## src/rtl/memory_arbiter.sv

```systemverilog
// rtl/memory_arbiter.sv - arbitrates the shared single-port memory between the fetch and data ports
// Round-robin grant, address check before start, read timeout, one-cycle done/error pulse per access.
module memory_arbiter #(
  parameter int WORD_SIZE     = 32,
  parameter int TIMEOUT       = 15,
  parameter int TIMEOUT_WIDTH = 4
) (
  input  logic                 clock,
  input  logic                 reset,
  input  logic                 if_request,
  input  logic [WORD_SIZE-1:0] if_address,
  output logic                 if_done,
  output logic                 if_error,
  output logic [WORD_SIZE-1:0] if_read_data,
  input  logic                 dm_request,
  input  logic                 dm_write_enabled,
  input  logic [WORD_SIZE-1:0] dm_address,
  input  logic [WORD_SIZE-1:0] dm_write_data,
  output logic                 dm_done,
  output logic                 dm_error,
  output logic [WORD_SIZE-1:0] dm_read_data,
  output logic                 mem_start,
  output logic                 mem_write_enabled,
  output logic [WORD_SIZE-1:0] mem_address,
  output logic [WORD_SIZE-1:0] mem_input_data,
  input  logic                 mem_valid,
  input  logic [WORD_SIZE-1:0] mem_output_data,
  input  logic                 mem_err_invalid_address,
  output logic                 busy
);

  typedef enum logic [2:0] {S_IDLE, S_CHECK, S_ISSUE, S_WAIT, S_DONE} state_t;

  localparam logic [TIMEOUT_WIDTH-1:0] LP_TIMEOUT = TIMEOUT_WIDTH'(TIMEOUT);

  state_t                   r_state;
  state_t                   w_next;
  logic                     r_last_dm;
  logic                     r_gnt_dm;
  logic [TIMEOUT_WIDTH-1:0] r_count;
  logic [TIMEOUT_WIDTH-1:0] w_count_inc;
  logic                     w_grant_if;
  logic                     w_grant_dm;
  logic                     w_fail;
  logic                     w_capture;
  logic                     w_timeout;

  always_ff @(posedge clock or posedge reset) begin
    if (reset) r_state <= S_IDLE;
    else       r_state <= w_next;
  end

  always_comb begin
    w_next      = r_state;
    w_grant_if  = 1'b0;
    w_grant_dm  = 1'b0;
    w_fail      = 1'b0;
    w_capture   = 1'b0;
    w_timeout   = 1'b0;
    w_count_inc = r_count + 1'b1;
    case (r_state)
      S_IDLE: begin
        // On a tie the port that did not win last time gets the grant.
        if (if_request && (!dm_request || r_last_dm)) w_grant_if = 1'b1;
        else if (dm_request)                          w_grant_dm = 1'b1;
        if (w_grant_if || w_grant_dm) w_next = S_CHECK;
      end
      S_CHECK: begin
        if (mem_err_invalid_address) begin
          w_next = S_DONE;
          w_fail = 1'b1;
        end else begin
          w_next = S_ISSUE;
        end
      end
      S_ISSUE: w_next = S_WAIT;
      S_WAIT: begin
        if (mem_write_enabled) begin
          w_next = S_DONE;
        end else if (mem_valid) begin
          w_next    = S_DONE;
          w_capture = 1'b1;
        end else if (w_count_inc == LP_TIMEOUT) begin
          w_next    = S_DONE;
          w_fail    = 1'b1;
          w_timeout = 1'b1;
        end
      end
      S_DONE:  w_next = S_IDLE;
      default: w_next = S_IDLE;
    endcase
  end

  always_ff @(posedge clock or posedge reset) begin
    if (reset) begin
      r_last_dm         <= 1'b1;
      r_gnt_dm          <= 1'b0;
      r_count           <= '0;
      if_done           <= 1'b0;
      if_error          <= 1'b0;
      if_read_data      <= '0;
      dm_done           <= 1'b0;
      dm_error          <= 1'b0;
      dm_read_data      <= '0;
      mem_start         <= 1'b0;
      mem_write_enabled <= 1'b0;
      mem_address       <= '0;
      mem_input_data    <= '0;
      busy              <= 1'b0;
    end else begin
      busy      <= (w_next != S_IDLE);
      mem_start <= (w_next == S_ISSUE);
      if_done   <= 1'b0;
      if_error  <= 1'b0;
      dm_done   <= 1'b0;
      dm_error  <= 1'b0;

      if (w_grant_if) begin
        r_gnt_dm          <= 1'b0;
        r_last_dm         <= 1'b0;
        mem_address       <= if_address;
        mem_input_data    <= '0;
        mem_write_enabled <= 1'b0;
      end else if (w_grant_dm) begin
        r_gnt_dm          <= 1'b1;
        r_last_dm         <= 1'b1;
        mem_address       <= dm_address;
        mem_input_data    <= dm_write_data;
        mem_write_enabled <= dm_write_enabled;
      end

      if (r_state == S_ISSUE)     r_count <= '0;
      else if (r_state == S_WAIT) r_count <= w_count_inc;

      if (w_next == S_DONE) begin
        if (r_gnt_dm) begin
          dm_done  <= 1'b1;
          dm_error <= w_fail;
        end else begin
          if_done  <= 1'b1;
          if_error <= w_fail;
        end
      end

      // A timed-out read returns zero rather than stale data.
      if (w_capture || w_timeout) begin
        if (r_gnt_dm) dm_read_data <= w_capture ? mem_output_data : '0;
        else          if_read_data <= w_capture ? mem_output_data : '0;
      end
    end
  end

endmodule

```

## config.mk

```make
export PLATFORM = sky130hd
export DESIGN_NAME = memory_arbiter
export DESIGN_NICKNAME = d
export VERILOG_FILES = /design/src/rtl/memory_arbiter.sv
export SDC_FILE = /design/constraint.sdc
export NUM_CORES = 1
export LEC_CHECK = 0
export CAP_MARGIN = 40
export CORE_UTILIZATION = 25
export DETAILED_ROUTE_END_ITERATION = 12
export PLACE_DENSITY = 0.5
export SETUP_SLACK_MARGIN = 0.5
export SKIP_LAST_GASP = 1
export SLEW_MARGIN = 20
export SYNTH_ARGS = -nofsm -noshare
export SYNTH_HDL_FRONTEND = slang
export SYNTH_SLANG_ARGS = --single-unit
```

## constraint.sdc

```tcl
create_clock -name clock -period 13.6 [get_ports clock]
set_input_delay 1.36 -clock clock [delete_from_list [all_inputs] [get_ports clock]]
set_output_delay 1.36 -clock clock [all_outputs]
set_load 0.005 [all_outputs]
```

# [Yosys cells after proc, flatten, opt, wreduce, memory -nomap -nowiden]
# Cells that the tools add are included.
[totals] regBits=144 latch_bits=0 mem_bits_rw=0 rom_bits=0 input_bits=135 word_cells=75 memories=0
[op_classes] add_sub_neg=1 mul=0 div=0 order_cmp=0 n_eq_ne=6 n_shift=0 mux=41 bitwise_logic=1 n_reduce_logical=11
[op_table] cell="32-bit two-way mux" count=5
[op_table] cell="1-bit two-way mux" count=27
[op_table] cell="3-bit two-way mux" count=5
[op_table] cell="3-bit one-hot mux with 4 select lines" count=1
[op_table] cell="3-bit by 2-bit equality test with 1-bit output, second input constant" count=3
[op_table] cell="4-bit two-way mux" count=2
[op_table] cell="4-bit by 1-bit adder with 4-bit output, second input constant" count=1
[op_table] cell="4-bit equality test, second input constant" count=1
[op_table] cell="2-bit AND reduction" count=2
[op_table] cell="2-bit nonzero test" count=2
[op_table] cell="3-bit by 1-bit equality test with 1-bit output, second input constant" count=1
[op_table] cell="3-bit equality test, second input constant" count=1
[op_table] cell="3-bit logical NOT" count=1
[op_table] cell="1-bit logical OR" count=3
[op_table] cell="3-bit nonzero test" count=1
[op_table] cell="1-bit one-hot mux with 2 select lines" count=1
[op_table] cell="1-bit logical AND" count=1
[op_table] cell="1-bit logical NOT" count=1
[op_table] cell="1-bit inverter" count=1

# [Longest topological paths before layout]
# Gate-level depths: netlist of the first run.
[depth] depth_word=10 mapped_depth=8

# [Worst setup path before layout of the first run]
# No wires, ideal clock.
[synth_path] path_type="input-to-reg" start="input dm_request" end="register mem_input_data[0]" setup_ps=121 arrival_ps=2218 required_time_ps=13479 path_slack_ps=11261 path_stages=7 path_buffers=3 cell_sequence="nand2b_1 -> nand3_1 -> buf_2 -> and2_1 -> buf_6 -> buf_6 -> a22o_1"
[synth_via] elab_chain_cells=7
[synth_lines] item="start: declaration" line="15" text="input logic dm_request,"
[synth_lines] item="1-bit logical NOT" line="64" text="if (if_request && (!dm_request || r_last_dm)) w_grant_if = 1'b1;"
[synth_lines] item="1-bit logical OR" line="64"
[synth_lines] item="1-bit logical AND" line="64"
[synth_lines] item="1-bit two-way mux" line="64"
[synth_lines] item="1-bit two-way mux (2 in series)" line="61" text="case (r_state)"
[synth_lines] item="32-bit two-way mux / 2-bit nonzero test (equally long branches)"
[synth_lines] item="end signal: assignment" line="128" text="mem_input_data <= dm_write_data;"
[synth_lines] item="end: declaration" line="25" text="output logic [WORD_SIZE-1:0] mem_input_data,"
# Several ways; a longest one is shown, not always the timed one. The select of a mux whose other input is x is not followed.
# A chain may end at the register's enable or synchronous reset.

# [Final worst setup path of the first run]
[layout_path] start="input dm_request" end="register mem_input_data[1]"
# Same word-level chain as after synthesis.

==> out/metrics.cfg, run 1 <==
[power]
power_frac_clock_pct=23.5
power.internal_mw=1.402
leakage_nw=4.175
power.switching_uw=603.5
ir_drop_uv=132.0
swShare_pct=30.09
p_seq_share_pct=36.4
pwr-share-comb_pct=40.1
power_mw=2.006
power_density_mw_per_mm2=216.8

[finish]
drive_gt1_share_pct=6.901
layout.nets=834
antennaDiodeCount=0
instances_no_fill=990
design_area_sq_mm=0.009250
syn_to_final_growth_pct=63.78
final_core_util_pct=42.13

[drt]
drt_wl_total_um=16720
drt_iter0_markers=242
num_vias=4498
viasPerCell=4.543
ant_nets=0
drc_errors=19
firstDrtPassIters=10
routedWlPerCell_um=16.89

[place]
place.port_buffers=269
place.gp.congestion=0.7437
dp_hpwl_um=12050
place_inst=958
place_area_sq_mm=0.008647
pre_cts_slack_ps=9954

[timing]
finalCriticalPeriod_ps=3190
report.final.setup_viol=0
finalHoldViolations=0
worstMarginPinSlew_ps=606.4
rsz0062_at_grt=false
max_freq_mhz=313.5
slew_headroom_pct=59.57
fin_tns_setup_ps=0
finalCritPeriodShare_pct=23.46
fin_hold_ws_ps=474.6
skew_ps=10.06
fin_ws_ps=10410
slew_viol_final=0

[flow_run]
maxCapViolations=0

[synth]
avgSynthCellArea_sq_um=13.04
synth-seq-cells=144
yosysSeqAreaShare_pct=63.82
synth_area_sq_mm=0.005648
ys_types=39
synth_cells=433
synth_nets=570
yosys_warnings=0

[grt]
grt_pass1_vias=4667
grt_max_degree=68
grt_pass1_wl_um=26620
antenna_found_initial=0
grt_usage_pct=14.78
overflow=0

[outcome]
violations=design-rule violations
status=complete, but fails checks

[die]
dieArea_sq_mm=0.02320
io-pin-count=270
die_x_um=152.3
chipHeight_um=152.3
core_area_sq_mm=0.02196
start_util_pct=25.72
num_rows=54

[cts]
clock_latency_ps=410
cts_setup_buffers=0
clkTransAtPathRegs_ps=60
cts.root.buffer_cell=clkbuf_16
cts_resized=0
tritoncts=yes
cts_buffers=17
clockBufferDepth=2
cts_max_level=4
cts_hold_buffers=0
cts.sinks=144

[worst_setup_path]
critPathCaptureType=flip-flop
critPathLaunch=dm_request
worst-endpoint-required_ps=13940
critPathKind=in2reg
rr_startpoint=r_state[0]$_DFF_PP0_
worst_ep_arrival_time_ps=3530
cp_max_fo=35
critPathLaunchType=input pin

[min_path]
hold_path.class=reg2reg
hold_start=mem_address[28]$_DFFE_PP0P_

[routing by layer]
| layer | global-route usage, % | wire length [um] |
|---|---|---|
| met1 | 18.94 | 7159 |
| met2 | 22.87 | 7743 |
| met3 | 5.660 | 1631 |
| met4 | 4.810 | 191 |
| met5 | 0 | 0 |
[state kept, by name, indices dropped and copies added (netlist names)]
name,flops
dm_read_data,32
if_read_data,32
mem_address,32
mem_input_data,32
r_count,4
r_state,3
busy,1
dm_done,1
dm_error,1
if_done,1
if_error,1
mem_start,1
mem_write_enabled,1
r_gnt_dm,1
r_last_dm,1
[cell usage after synthesis, drive strengths merged]
cell,number,area [sq um]
dfrtp,143,3578
a22o,97,849.6
o21ai,41,205.2
nand2,37,138.9
mux2i,32,320.3
buf,22,148.9
clkbuf,12,46.29
inv,5,18.77
a31oi,4,25.02
nand2b,4,25.02
nor3,4,31.28
and2,3,18.77
nand3,3,15.01
a21boi,2,15.02
ha,2,25.02
nor2,2,7.510
nor2b,2,12.51
nor4b,2,17.52
o21a,2,15.01
a21oi,1,5.000
and3b,1,8.760
dfstp,1,26.28
nand3b,1,7.510
nand4b,1,8.760
o2111ai,1,8.760
o211a,1,10.01
o211ai,1,7.510
o21bai,1,7.510
o22ai,1,6.260
o31ai,1,7.510
o41a,1,11.26
or4,1,7.510
or4bb,1,11.26
[cell type report]
class / instances / area (sq um)
multi-input cells: 250 / 1853
inverters: 5 / 23.77
repair buffers: 279 / 2815
flip-flops and latches: 144 / 3605
well taps: 280 / 350.3
fillers: 2043 / 12710
clock inverters: 13 / 150.1
clock buffers: 19 / 452.9
[worst max-delay path, cell delays in order]
cell and delay (ps):
clkdlybuf4s50_1 550, nand2b_1 90, nand3_2 70, buf_4 470, and2_1 580, buf_8 240
a22o_1 160
[logic make-up (layout without fill, tap and decap cells)]
group,Yosys count,in the layout,synth area share [%]
AO/OA/AOI/OAI,154,154,20.78
flip-flops,144,144,63.82
AND/OR/NAND/NOR,62,62,5.494
buffers and inverters,39,316,3.788
multiplexers,32,32,5.671
adder cells (fa/ha/maj),2,2,0.4430
[path summary, 6_finish.rpt]
path	endpoint	slack (ps)	cells after the start
worst min-delay path	mem_address[28]$_DFFE_PP0P_	470	2
worst min register to register	mem_address[28]$_DFFE_PP0P_	470	2
worst max register to register	mem_input_data[1]$_DFFE_PP0P_	11320	6
worst max-delay path	mem_input_data[1]$_DFFE_PP0P_	10410	7
max in group asynchronous	r_last_dm$_DFFE_PP1P_	10970	4
min in group asynchronous	mem_address[3]$_DFFE_PP0P_	1410	2
[cells in the final DEF, fill, tap and decap left out, types with 2 or more instances in the layout]
cell type	netlist	final
a22o_1	97	97
a31oi_1	4	4
and2_1	3	3
buf_16	0	2
buf_4	3	7
bufinv_16	0	2
clkbuf_16	0	17
clkbuf_8	0	2
clkdlybuf4s50_1	0	269
clkinv_4	0	4
clkinvlp_4	0	2
dfrtp_1	143	143
ha_1	2	2
inv_1	5	4
inv_6	0	5
mux2i_1	32	32
nand2_1	37	37
nand2b_1	4	4
nand3_1	3	2
nor2_1	2	2
nor2b_1	2	2
nor3_1	3	3
nor4b_1	2	2
o21a_1	2	2
o21ai_0	37	37
o21ai_2	0	2
[power groups by stage]
stage | Sequential [mW] | Combinational, mW | Clock [mW]
5_1_grt | 0.755 | 0.877 | 0.508
4_1_cts | 0.732 | 0.819 | 0.487
3_3_place_gp | 0.735 | 0.790 | 0
3_5_place_dp | 0.733 | 0.817 | 0
2_1_floorplan | 0.735 | 0.328 | 0
6_report | 0.731 | 0.804 | 0.471
No activity file was read; power rests on OpenSTA's default activity.
==> run 2: changes to the inputs <==
Clock period 13.6 ns to 3.2 ns, I/O delays scaled along.
==> run 2 against run 1 <==
  * The run still ends with design-rule violations left
  * Clock-buffer cell count is 1 higher
  * Sequential power grew to 4.3 times the previous value
  * Clock power grew to 4.3 times the previous value
  * Global-route usage is 1.0 points higher
  * Critical path type is now reg2reg
  * Critical endpoint is now mem_input_data[30]$_DFFE_PP0P_
  * Largest power group unchanged
  * Highest routed layer unchanged
==> out/metrics.cfg, run 2 (same netlist as run 1, synthesis figures left out) <==
[outcome]
status=complete, but fails checks
violations=design-rule violations

[finish]
antennaDiodeCount=0
final_cell_mix=269 x clkdlybuf4s50_1, 143 x dfrtp_1, 97 x a22o_1, 37 x nand2_1, 37 x o21ai_0
fillers=2061
mostFrequentLayoutCell=clkdlybuf4s50_1
multiInputGateArea_sq_mm=0.001853
syn_to_final_growth_pct=63.54
layout.nets=835
drive_gt1_share_pct=6.751
seq_area_sq_mm=0.003605
final_core_util_pct=42.06

[drt]
ant_nets=0
firstDrtPassIters=9
drt_wl_total_um=17590
drc_errors=21
wl_met2_um=7775
viasPerCell=4.644
num_vias=4602
dr_wl_met3_um=2100
wirelength_met1_um=7536
routedWlPerCell_um=17.75
routed.top_layer=met4
drt_iter0_markers=142

[worst_setup_path]
critPathCaptureType=flip-flop
cp.depth=5
critPathBufInv=1
r2r-end=mem_input_data[30]$_DFFE_PP0P_
critPathLaunch=r_state[0]$_DFF_PP0_
cp_cell_sequence=nor3_4, o21a_1, and2_1, buf_6, a22o_1
worst-endpoint-required_ps=3560
critical-path-top-delay-family=simple AND/OR/NAND/NOR gates
critPathKind=reg2reg
crit_path_max_incr_delay_ps=620
rr_startpoint=r_state[0]$_DFF_PP0_
rr_worst_depth=5
cp_max_fo=20
r2r_slack_ps=1110
critPathLaunchType=flip-flop
cp-endpoint=mem_input_data[30]$_DFFE_PP0P_
worst_ep_arrival_time_ps=2450
slowest_stage=and2_1

[grt]
antenna_found_initial=0
grt_usage_pct=15.79
overflow=0
grt_max_degree=76
grt_pass1_vias=4886
grt_pass1_wl_um=28270

[place]
place.port_buffers=269
place.gp.congestion=0.7758
dp_hpwl_um=12420
pre_cts_slack_ps=1025

[cts]
cts_buffers=17
clock_latency_ps=420
cts_resized=0
cts_max_level=4
cts.sinks=144
tritoncts=yes
clockBufferDepth=2
clkTransAtPathRegs_ps=70
cts.root.buffer_cell=clkbuf_16
cts_setup_buffers=0
cts_hold_buffers=0

[die]
die_x_um=152.3
dieArea_sq_mm=0.02320
core_area_sq_mm=0.02196
io-pin-count=270
chipHeight_um=152.3
start_util_pct=25.72
num_rows=54

[timing]
slew_headroom_pct=48.82
finalCriticalPeriod_ps=2090
max_freq_mhz=478.5
worstMarginPinSlew_ps=767.8
slew_viol_final=0
finalHoldViolations=0
rsz0062_at_grt=false
fin_ws_ps=1110
skew_ps=10.31
finalCritPeriodShare_pct=65.31
report.final.setup_viol=0
fin_tns_setup_ps=0

[flow_run]
maxCapViolations=0

[power]
power_density_mw_per_mm2=923.3
ir_drop_uv=412.9
power_mw=8.528
leakage_nw=4.164

[min_path]
hold_path.class=in2async

## run 2: cell types whose count changed in the layout (fill, tap and decap cells not counted), sizes merged
cell      change
clkinvlp      +1
buf           +1
clkinv        -4
inv           +2
clkbuf        +1
## run 2: how the worst min path moves through the flow
stage / start / endpoint / slack [ps] / depth (start not counted)
floorplan: mem_err_invalid_address / mem_start$_DFF_PP0_ / 400 / 1
global placement: mem_address[25]$_DFFE_PP0P_ / mem_address[25]$_DFFE_PP0P_ / 460 / 2
detailed placement: mem_address[7]$_DFFE_PP0P_ / mem_address[7]$_DFFE_PP0P_ / 470 / 2
CTS: reset / dm_read_data[25]$_DFFE_PP0P_ / 340 / 3
global route: reset / if_read_data[23]$_DFFE_PP0P_ / 360 / 3
finish: reset / dm_read_data[24]$_DFFE_PP0P_ / 350 / 3
## run 2: layer usage
metal  global-route usage, %  vias up
li1                        -     2141
met1                   20.56     2218
met2                   23.41      232
met3                   6.968       11
met4                   4.908        0
met5                       0        -
## run 2: cell type report
cell class | instances | share of cell area, %
multi-input cells | 250 | 20.06
repair buffers | 280 | 30.44
flip-flops and latches | 144 | 39.03
inverters | 5 | 0.2438
clock inverters | 12 | 1.598
clock buffers | 20 | 4.836
well taps | 280 | 3.793
## run 2: where the power goes
part           internal [mW]  switching [mW]  leakage, nW  total (mW)
sequential              2.62           0.504         1.84        3.13
clock                   1.19           0.831        0.285        2.02
combinational           2.10            1.28         2.04        3.38
## run 2: worst register-to-register path, delay by kind of cell, from the launching register on
kind | cells | cell delay [ps]
AND/OR/NAND/NOR | 2 | 940
flip-flops | 1 | 510
AO/OA/AOI/OAI | 2 | 330
buffers and inverters | 1 | 260
## run 2: through the flow
step | cell area [sq um] | hold slack, ps | cells
4_1_cts | 9236 | 335.4 | 991
3_5_place_dp | 8642 | 470.1 | 959
3_3_place_gp | 8603 | 462.9 | 957
6_report | 9236 | 351.4 | 991
5_1_grt | 9236 | 363.8 | 991
2_1_floorplan | 5652 | 399.7 | 433
